File: src/rtl/ps2_rx_frame.sv
// ============================================================================
// ps2_rx_frame
// ----------------------------------------------------------------------------
// PS/2 device-to-host receiver. The PS/2 clock and data lines are
// synchronised, and the clock is glitch-filtered. The block decodes 11-bit
// frames (start, 8 data bits LSB first, odd parity, stop) and buffers good
// bytes in a 4-entry FIFO with a valid/ready output. It only receives and
// never drives the PS/2 lines.
//
// Parameters
//   clk_freq    system clock frequency in Hz
//   filter_len  consecutive equal samples needed to accept a ps2_clk level
//   timeout_us  maximum gap between ps2_clk falling edges inside a frame
//
// Ports
//   clk         system clock, rising edge
//   rst         asynchronous active-low reset
//   ps2_clk     PS/2 clock line (read only)
//   ps2_data    PS/2 data line (read only)
//   rx_data     FIFO head byte, meaningful while rx_valid=1
//   rx_valid    FIFO not empty
//   rx_ready    consumer takes the head when rx_valid && rx_ready
//   parity_err  one-cycle pulse: frame dropped because of bad parity
//   frame_err   one-cycle pulse: bad stop bit or inter-edge timeout
//   overflow    one-cycle pulse: good byte dropped because the FIFO is full
//   busy        high while a frame is being received
// ============================================================================
module ps2_rx_frame #(
    parameter int clk_freq   = 50000000,
    parameter int filter_len = 8,
    parameter int timeout_us = 2000
) (
    input  logic       clk,
    input  logic       rst,
    input  logic       ps2_clk,
    input  logic       ps2_data,
    output logic [7:0] rx_data,
    output logic       rx_valid,
    input  logic       rx_ready,
    output logic       parity_err,
    output logic       frame_err,
    output logic       overflow,
    output logic       busy
);

    localparam int TIMEOUT_CYC = (clk_freq / 1000000) * timeout_us;
    localparam int GAP_W       = $clog2(TIMEOUT_CYC + 1);

    localparam logic [GAP_W-1:0] TIMEOUT_LAST = GAP_W'(TIMEOUT_CYC - 1);
    localparam logic [7:0]       FILT_LAST    = 8'(filter_len - 1);

    localparam logic [1:0] ST_IDLE   = 2'd0;
    localparam logic [1:0] ST_DATA   = 2'd1;
    localparam logic [1:0] ST_PARITY = 2'd2;
    localparam logic [1:0] ST_STOP   = 2'd3;

    // ------------------------------------------------------------------
    // Two-flop synchronisers. Bit 0 is the clock line and bit 1 is the
    // data line. Both reset to 1, which is the idle level of the pulled-up
    // bus.
    // ------------------------------------------------------------------
    logic [1:0] line_in;
    logic [1:0] line_sync;

    assign line_in = {ps2_data, ps2_clk};

    genvar gi;
    generate
        for (gi = 0; gi < 2; gi++) begin : g_sync
            logic s1_reg;
            logic s2_reg;

            always_ff @(posedge clk or negedge rst) begin
                if (!rst) begin
                    s1_reg <= 1'b1;
                    s2_reg <= 1'b1;
                end else begin
                    s1_reg <= line_in[gi];
                    s2_reg <= s1_reg;
                end
            end

            assign line_sync[gi] = s2_reg;
        end
    endgenerate

    logic clk_sync;
    logic data_sync;

    assign clk_sync  = line_sync[0];
    assign data_sync = line_sync[1];

    // ------------------------------------------------------------------
    // Glitch filter. The filtered clock flips only after filter_len
    // consecutive synced samples that differ from its current level. Any
    // sample that agrees with the current level restarts the count.
    // ------------------------------------------------------------------
    logic [7:0] filt_cnt_reg;
    logic       clk_filt_reg;
    logic       clk_filt_prev_reg;
    logic       fall;

    always_ff @(posedge clk or negedge rst) begin
        if (!rst) begin
            filt_cnt_reg      <= 8'd0;
            clk_filt_reg      <= 1'b1;
            clk_filt_prev_reg <= 1'b1;
        end else begin
            clk_filt_prev_reg <= clk_filt_reg;
            if (clk_sync == clk_filt_reg) begin
                filt_cnt_reg <= 8'd0;
            end else if (filt_cnt_reg == FILT_LAST) begin
                clk_filt_reg <= clk_sync;
                filt_cnt_reg <= 8'd0;
            end else begin
                filt_cnt_reg <= filt_cnt_reg + 8'd1;
            end
        end
    end

    // Single-cycle strobe on a filtered 1->0 transition.
    assign fall = clk_filt_prev_reg & ~clk_filt_reg;

    // ------------------------------------------------------------------
    // Frame decoder
    // ------------------------------------------------------------------
    logic [1:0]       state_reg;
    logic [2:0]       bit_cnt_reg;
    logic [7:0]       shift_reg;
    logic             p_ok_reg;
    logic [GAP_W-1:0] gap_cnt_reg;
    logic             parity_err_reg;
    logic             frame_err_reg;
    logic             push_req;

    // A good byte is offered to the FIFO in the same cycle as the stop-bit
    // strobe, so rx_valid rises on the following clock.
    assign push_req = fall && (state_reg == ST_STOP) && data_sync && p_ok_reg;

    always_ff @(posedge clk or negedge rst) begin
        if (!rst) begin
            state_reg      <= ST_IDLE;
            bit_cnt_reg    <= 3'd0;
            shift_reg      <= 8'd0;
            p_ok_reg       <= 1'b0;
            gap_cnt_reg    <= '0;
            parity_err_reg <= 1'b0;
            frame_err_reg  <= 1'b0;
        end else begin
            parity_err_reg <= 1'b0;
            frame_err_reg  <= 1'b0;

            if (fall) begin
                gap_cnt_reg <= '0;
                case (state_reg)
                    ST_IDLE: begin
                        // A high start bit is simply ignored.
                        if (!data_sync) begin
                            state_reg   <= ST_DATA;
                            bit_cnt_reg <= 3'd0;
                        end
                    end
                    ST_DATA: begin
                        shift_reg[bit_cnt_reg] <= data_sync;
                        if (bit_cnt_reg == 3'd7) begin
                            state_reg <= ST_PARITY;
                        end else begin
                            bit_cnt_reg <= bit_cnt_reg + 3'd1;
                        end
                    end
                    ST_PARITY: begin
                        // Odd parity: data bits plus the parity bit must
                        // contain an odd number of ones.
                        p_ok_reg  <= (^shift_reg) ^ data_sync;
                        state_reg <= ST_STOP;
                    end
                    default: begin
                        // Stop bit. A bad stop bit takes priority over a
                        // parity error.
                        state_reg <= ST_IDLE;
                        if (!data_sync) begin
                            frame_err_reg <= 1'b1;
                        end else if (!p_ok_reg) begin
                            parity_err_reg <= 1'b1;
                        end
                    end
                endcase
            end else if (state_reg != ST_IDLE) begin
                // The device stalled mid-frame. Abandon the partial byte.
                if (gap_cnt_reg == TIMEOUT_LAST) begin
                    state_reg     <= ST_IDLE;
                    frame_err_reg <= 1'b1;
                    gap_cnt_reg   <= '0;
                end else begin
                    gap_cnt_reg <= gap_cnt_reg + 1'b1;
                end
            end
        end
    end

    // ------------------------------------------------------------------
    // 4-entry FIFO. rx_data is a registered copy of the head entry. The
    // bypass path handles a push that lands in the slot that becomes the
    // head on this clock.
    // ------------------------------------------------------------------
    logic [7:0] mem [0:3];
    logic [1:0] wr_ptr_reg;
    logic [1:0] rd_ptr_reg;
    logic [2:0] count_reg;
    logic [7:0] rx_data_reg;
    logic       overflow_reg;
    logic       pop;
    logic       full;
    logic       do_push;
    logic       drop;
    logic [1:0] rd_ptr_next;

    assign pop         = (count_reg != 3'd0) && rx_ready;
    assign full        = (count_reg == 3'd4);
    assign do_push     = push_req && (!full || pop);
    assign drop        = push_req && full && !pop;
    assign rd_ptr_next = rd_ptr_reg + 2'(pop);

    always_ff @(posedge clk) begin
        if (do_push) begin
            mem[wr_ptr_reg] <= shift_reg;
        end
    end

    always_ff @(posedge clk or negedge rst) begin
        if (!rst) begin
            wr_ptr_reg   <= 2'd0;
            rd_ptr_reg   <= 2'd0;
            count_reg    <= 3'd0;
            rx_data_reg  <= 8'd0;
            overflow_reg <= 1'b0;
        end else begin
            overflow_reg <= drop;
            rd_ptr_reg   <= rd_ptr_next;
            count_reg    <= count_reg + 3'(do_push) - 3'(pop);
            if (do_push) begin
                wr_ptr_reg <= wr_ptr_reg + 2'd1;
            end
            if (do_push && (wr_ptr_reg == rd_ptr_next)) begin
                rx_data_reg <= shift_reg;
            end else begin
                rx_data_reg <= mem[rd_ptr_next];
            end
        end
    end

    assign rx_data    = rx_data_reg;
    assign rx_valid   = (count_reg != 3'd0);
    assign parity_err = parity_err_reg;
    assign frame_err  = frame_err_reg;
    assign overflow   = overflow_reg;
    assign busy       = (state_reg != ST_IDLE);

endmodule

File: config.mk
export PLATFORM = sky130hd
export DESIGN_NAME = ps2_rx_frame
export DESIGN_NICKNAME = d
export VERILOG_FILES = /design/src/rtl/ps2_rx_frame.sv
export SDC_FILE = /design/constraint.sdc
export NUM_CORES = 1
export LEC_CHECK = 0
export BUFFER_PORTS_ARGS = -buffer_cell sky130_fd_sc_hd__buf_2
export CORE_MARGIN = 4
export CORE_UTILIZATION = 50
export CTS_BUF_LIST = sky130_fd_sc_hd__clkbuf_2 sky130_fd_sc_hd__clkbuf_4 sky130_fd_sc_hd__clkbuf_8
export CTS_CLUSTER_DIAMETER = 40
export DETAILED_ROUTE_END_ITERATION = 10
export GPL_ROUTABILITY_DRIVEN = 0
export GPL_TIMING_DRIVEN = 1
export PLACE_DENSITY_LB_ADDON = 0.12
export SLEW_MARGIN = 10
export SYNTH_ARGS = -nofsm -noshare
export SYNTH_HDL_FRONTEND = slang
export SYNTH_SLANG_ARGS = --single-unit
File: constraint.sdc
create_clock -name clk -period 7.51 [get_ports clk]
set_input_delay 0.3755 -clock clk [delete_from_list [all_inputs] [get_ports clk]]
set_output_delay 0.3755 -clock clk [all_outputs]
set_load 0.005 [all_outputs]
Word-level counts from Yosys, hierarchy flattened

Memories as Yosys holds them, arrays and structs flattened. A register that Yosys moved wholly into a read port is not among the register bits.
Index checks and enable logic that the tools add are counted.

Flip-flop bits (word level): 55
Bits in writable memories: 32
Input port bits: 5
Logic and storage cells: 97
Memories kept: 1

Memory list:

| name | depth | bits a word | read ports | clocked after Yosys merged registers in | write ports | RTL line | RTL |
|---|---|---|---|---|---|---|---|
| mem  | 4     | 8           | 1          | 1                                       | 1           | 206      | `logic [7:0] mem [0:3];` |

$add $sub $neg: 7
Magnitude comparators: 2
Equality and inequality tests: 12
Muxes and demuxes: 28
Bitwise logic cells: 4
Reductions and logical operators: 25

Operator list:

| operator                                                    | count |
|---|---|
| 2-to-1 mux 17 bit                                           | 3 |
| adder 17 x 1 -> 17 bit (second input constant)              | 1 |
| == test 17 bit (second input constant)                      | 1 |
| 2-to-1 mux 8 bit                                            | 2 |
| 2-to-1 mux 1 bit                                            | 12 |
| 2-to-1 mux 2 bit                                            | 5 |
| adder 8 x 1 -> 8 bit (second input constant)                | 1 |
| bitwise mux 8 bit                                           | 1 |
| == test 8 x 3 -> 1 bit (second input constant)              | 1 |
| logical AND 1 bit                                           | 8 |
| AND reduction 4 bit                                         | 2 |
| nonzero test 2 bit                                          | 4 |
| parity 8 bit                                                | 1 |
| == test 3 bit (second input constant)                       | 2 |
| 2-to-1 mux 3 bit                                            | 2 |
| inequality test 3 bit (second input constant)               | 2 |
| one-hot mux 2 bit (3 select lines)                          | 1 |
| one-hot mux 3 bit (2 select lines)                          | 1 |
| AND reduction 2 bit                                         | 3 |
| == test 2 bit (second input constant)                       | 2 |
| less-than comparator 3 x 4 -> 1 bit (second input constant) | 1 |
| inequality test 2 bit (second input constant)               | 2 |
| adder 3 x 1 -> 3 bit                                        | 1 |
| adder 3 x 1 -> 3 bit (second input constant)                | 1 |
| 15 further kinds                                            | 18 |

Logic depth before layout (Yosys ltp)

Depth in word-level cells: 8
Mapped depth: 11
Depth with buffers taken out: 11

Worst setup path before layout

No wires, ideal clock.

Path type: reg2reg
Start point: reg count_reg[2]
End point: reg rx_data_reg[0] (netlist: rx_data[0]), read port of mem
Arrival: 2.344 ns
Required time: 7.385 ns
Setup slack: 5.042 ns
Stages on the path, launching flop included: 8
Path buffers: 0
Path through: dfrtp_1 > or3_1 > and2_1 > ha_1 > xor2_2 > xnor2_1 > nor3_4 > mux2_2

Word-level cells in the longest chain between the ends: 3

RTL lines:

| what                     | RTL line | RTL |
|---|---|---|
| start: declaration       | 209      | `logic [2:0] count_reg;` |
| start signal: assignment | 240      | `count_reg <= count_reg + 3'(do_push) - 3'(pop);` |
| nonzero test 3 bit       | n/a      |  |
| named net rx_valid       | 38       | `output logic rx_valid,` |
| logical AND 1 bit        | 218      | `assign pop = (count_reg != 3'd0) && rx_ready;` |
| adder 2 x 1 -> 2 bit     | 222      | `assign rd_ptr_next = rd_ptr_reg + 2'(pop);` |
| named net rd_ptr_next[1] | 216      | `logic [1:0] rd_ptr_next;` |
| end: declaration         | 210      | `logic [7:0] rx_data_reg;` |

The timed path passes the listed nets, and every way through them passes these cells.
A chain may end at the register's enable or synchronous reset.

Worst setup path after layout

Start point: reg count_reg[2]
End point: reg rx_data_reg[6] (netlist: rx_data[6]), read port of mem

Word-level cells in the longest chain between the ends: 3

RTL lines:

| what                     | RTL line |
|---|---|
| nonzero test 3 bit       | 218 |
| logical AND 1 bit        | 218 |
| adder 2 x 1 -> 2 bit     | 222 |
| named net rd_ptr_next[1] | 216 |

The timed path passes the listed nets, and every way through them passes these cells.

==> impl_results.md <==
- Number of cells on the worst hold path: 1
- Aggregate routed wire length: 6863 microns
- Clk buf depth: 2
- Number of cells in the design after placement: 432
- Overall via count from detail_route: 2,357
- Post_cts resized: 0
- Number of design rule violations left after detail routing: 0
- Starting density of the core: 0.5142
- Net count of the finished layout: 360
- Post-Route Setup TNS: 0 ns
- Arrival time at the worst endpoint: 2.99 ns
- Min Clock Period, post-route: 2.744 ns
- Worst Setup End Kind: flop
- Leading cell types by total area after synthesis: sky130_fd_sc_hd__dfrtp_1, sky130_fd_sc_hd__edfxtp_1, sky130_fd_sc_hd__mux2_2
- Top flip-flop cell by instance count after synthesis: sky130_fd_sc_hd__dfrtp_1
- Area inside the core boundary: 0.008217 sq mm
- Pwr dens: 259.1 mW/mm^2
- Worst supply voltage drop on vdd: 0.0001218 V
- Number of enable-type register cells in the synthesized netlist: 32
- Relative slew margins: 0.4619
- Initial antenna violation count: 0
- Share of post-route cells with drive strength above 1: 0.2128
- DR iter-0 viols: 97
- Number of port buffers: 17
- Global-route usage over all layers: 0.1539
- Hold WC Path Type: in2reg
- Startpoint Class: flop
- YS warnings: 0
- Worst clock skew: 0.01033 ns
- Overall die width: 99.93 microns
- Detailed-route wire length per cell: 15.32 microns
- Highest achievable clock rate: 364.4 MHz
- First-pass GRT wire length: 11,940 microns
- Final period util: 0.3654
- Worst path required time: 7.75 ns
- Number of endpoints failing setup at the final stage: 0
- Share of the yosys chip area belonging to registers: 0.6023
- H-Tree Depth: 3
- Leakage component of the power: 2.009 nW
- Share of flip-flops with an asynchronous set or reset after synthesis: 0.6632
- Fill count: 682
- Clock buffers created by TritonCTS: 9
- Post-synth top area cell: sky130_fd_sc_hd__dfrtp_1
- Synthesized cell area: 0.004225 sq mm
- Std-Cell Rows: 33
- CTS tree: done
- Die outline height: 99.93 microns
- Slew @ Worst Pin: 0.8023 ns
- Layout area overhead: 9.920%
- Post-Syn Instances: 316
- Ports placed on the boundary: 18
- Total Die Area: 0.009985 sq mm
- Yosys top cell area share: 0.3376
- Max-cap check violation count: 0
- Synth Area per Inst: 13.37 sq um
- Worst R2R Path Depth: 7
- Count of clock tree sinks: 95
- Post-cts hold buffer count: 0
- Setup repair after global routing missed its margin: no
- Vias per cell: 5.261
- Root cell of the clock tree: sky130_fd_sc_hd__clkbuf_8
- Start-to-end type of the worst setup path: reg2reg
- Worst slack, placed: 4.747 ns
- Number of flip-flops under the largest register name: 32
- Total count of max-transition violations in the final report: 0
- DR pass1 iterations: 4
- Count of final hold-check violations: 0
- Final global-route overflow total: 0
- #FFs+latches synth: 95
- Worst-skew pair later-pin latency: 0.36 ns
- Diodes inserted: 0
- Setup bufs post-CTS: 0
- Vias in the first global route: 2,409
- Number of nets produced by synthesis: 338
- Pin count of the biggest net entering global routing: 64
- Antenna-violating nets left: 0
- Detail Placement HPWL: 4675 microns
- Outcome: completed
- PnR worst setup slack: 4.766 ns
- Clk pin slew, worst setup/hold paths: 0.09 ns
- Highest fanout seen on the critical path: 10
- Cell variety after synth: 44
- Fin cells: 448
==> cell type report <==
cell class                 count  area (sq um)  share of cell area
clock buffer                   9         123.9             0.02667
inverter                      13         48.80             0.01051
clock inverter                 7         102.6             0.02209
multi-input combinational    200          1593              0.3429
tap                          105         131.4             0.02829
sequential                    95          2545              0.5480
timing repair buffer          19         100.1             0.02155
==> cell families after synthesis <==
| logic type | share of synthesized area |
|---|---|
| simple gates | 0.1291 |
| compound gates | 0.02813 |
| buf+inv | 0.02073 |
| flops | 0.6023 |
| mux | 0.09535 |
| xor+xnor | 0.07225 |
| fa+ha+maj | 0.05212 |
==> routing by layer <==
layer	track usage	up-vias	part of all wire
met5	0	-	0
met2	0.2360	39	0.46
met1	0.2142	1140	0.49
met4	0.05357	0	0.015
met3	0.04031	11	0.033
li1	-	1167	-
==> final timing paths <==
path / from / end / slack [ns]
hold reg to reg: g_sync[0].s1_reg / clk_sync / 0.36
min in group asynchronous: rst / rx_data[0] / 0.18
max in group asynchronous: rst / state_reg[1] / 6.79
setup / recovery: count_reg[2] / rx_data[6] / 4.77
hold / removal: ps2_clk / g_sync[0].s1_reg / 0.11
setup reg to reg: count_reg[2] / rx_data[6] / 4.77
==> worst max-delay path, stage by stage, from the launching register on <==
cell and delay (ns):
sky130_fd_sc_hd__dfrtp_1 0.41, sky130_fd_sc_hd__or3_1 0.38, sky130_fd_sc_hd__and2_1 0.19, sky130_fd_sc_hd__ha_1 0.22, sky130_fd_sc_hd__xor2_2 0.48, sky130_fd_sc_hd__xnor2_1 0.19
sky130_fd_sc_hd__nor3_4 0.38, sky130_fd_sc_hd__mux2_2 0.39
==> cells in the mapped netlist, drive strengths merged (6+ instances only) <==
master and count:
edfxtp 32, and2 6, and3 6, mux4 8
dfrtp 57, nand2 14, xor2 17, inv 13
ha 16, nand3 22, nor2 24, clkbuf 6
nor3 10, nand4 6, mux2 18, o21ai 9
dfstp 6, xnor2 17
==> placed cells by master (no fill, tap or decap), types with 8 or more instances in the layout <==
cell                       Yosys  final
sky130_fd_sc_hd__dfrtp_1      57     57
sky130_fd_sc_hd__edfxtp_1     32     32
sky130_fd_sc_hd__nor2_1       24     24
sky130_fd_sc_hd__nand3_1      22     22
sky130_fd_sc_hd__mux2_2       18     18
sky130_fd_sc_hd__xnor2_1      17     17
sky130_fd_sc_hd__buf_2         1     17
sky130_fd_sc_hd__xor2_1       16     16
sky130_fd_sc_hd__ha_1         16     16
sky130_fd_sc_hd__nand2_1      14     14
sky130_fd_sc_hd__inv_1        12     12
sky130_fd_sc_hd__o21ai_0       9      9
sky130_fd_sc_hd__clkbuf_8      0      9
sky130_fd_sc_hd__nor3_1        8      8
sky130_fd_sc_hd__mux4_2        8      8
==> stage by stage <==
step	power, W	util	instance area, sq um	hold WS (ns)
floorplan	0.0007842	-	4225	0.07991
global placement	0.0008334	0.5377	4418	0.3463
detailed placement	0.0008380	0.5377	4418	0.3521
CTS	0.001217	0.5653	4644	0.09537
global route	0.001272	0.5653	4644	0.09633
finish	0.001203	0.5653	4644	0.1117
==> power by group <==
part | internal, W | total [W] | switching, W
logic | 0.0000971 | 0.000222 | 0.000125
clock network | 0.000192 | 0.000380 | 0.000187
registers | 0.000575 | 0.000602 | 0.0000268
(Power assumes the default switching activity.)
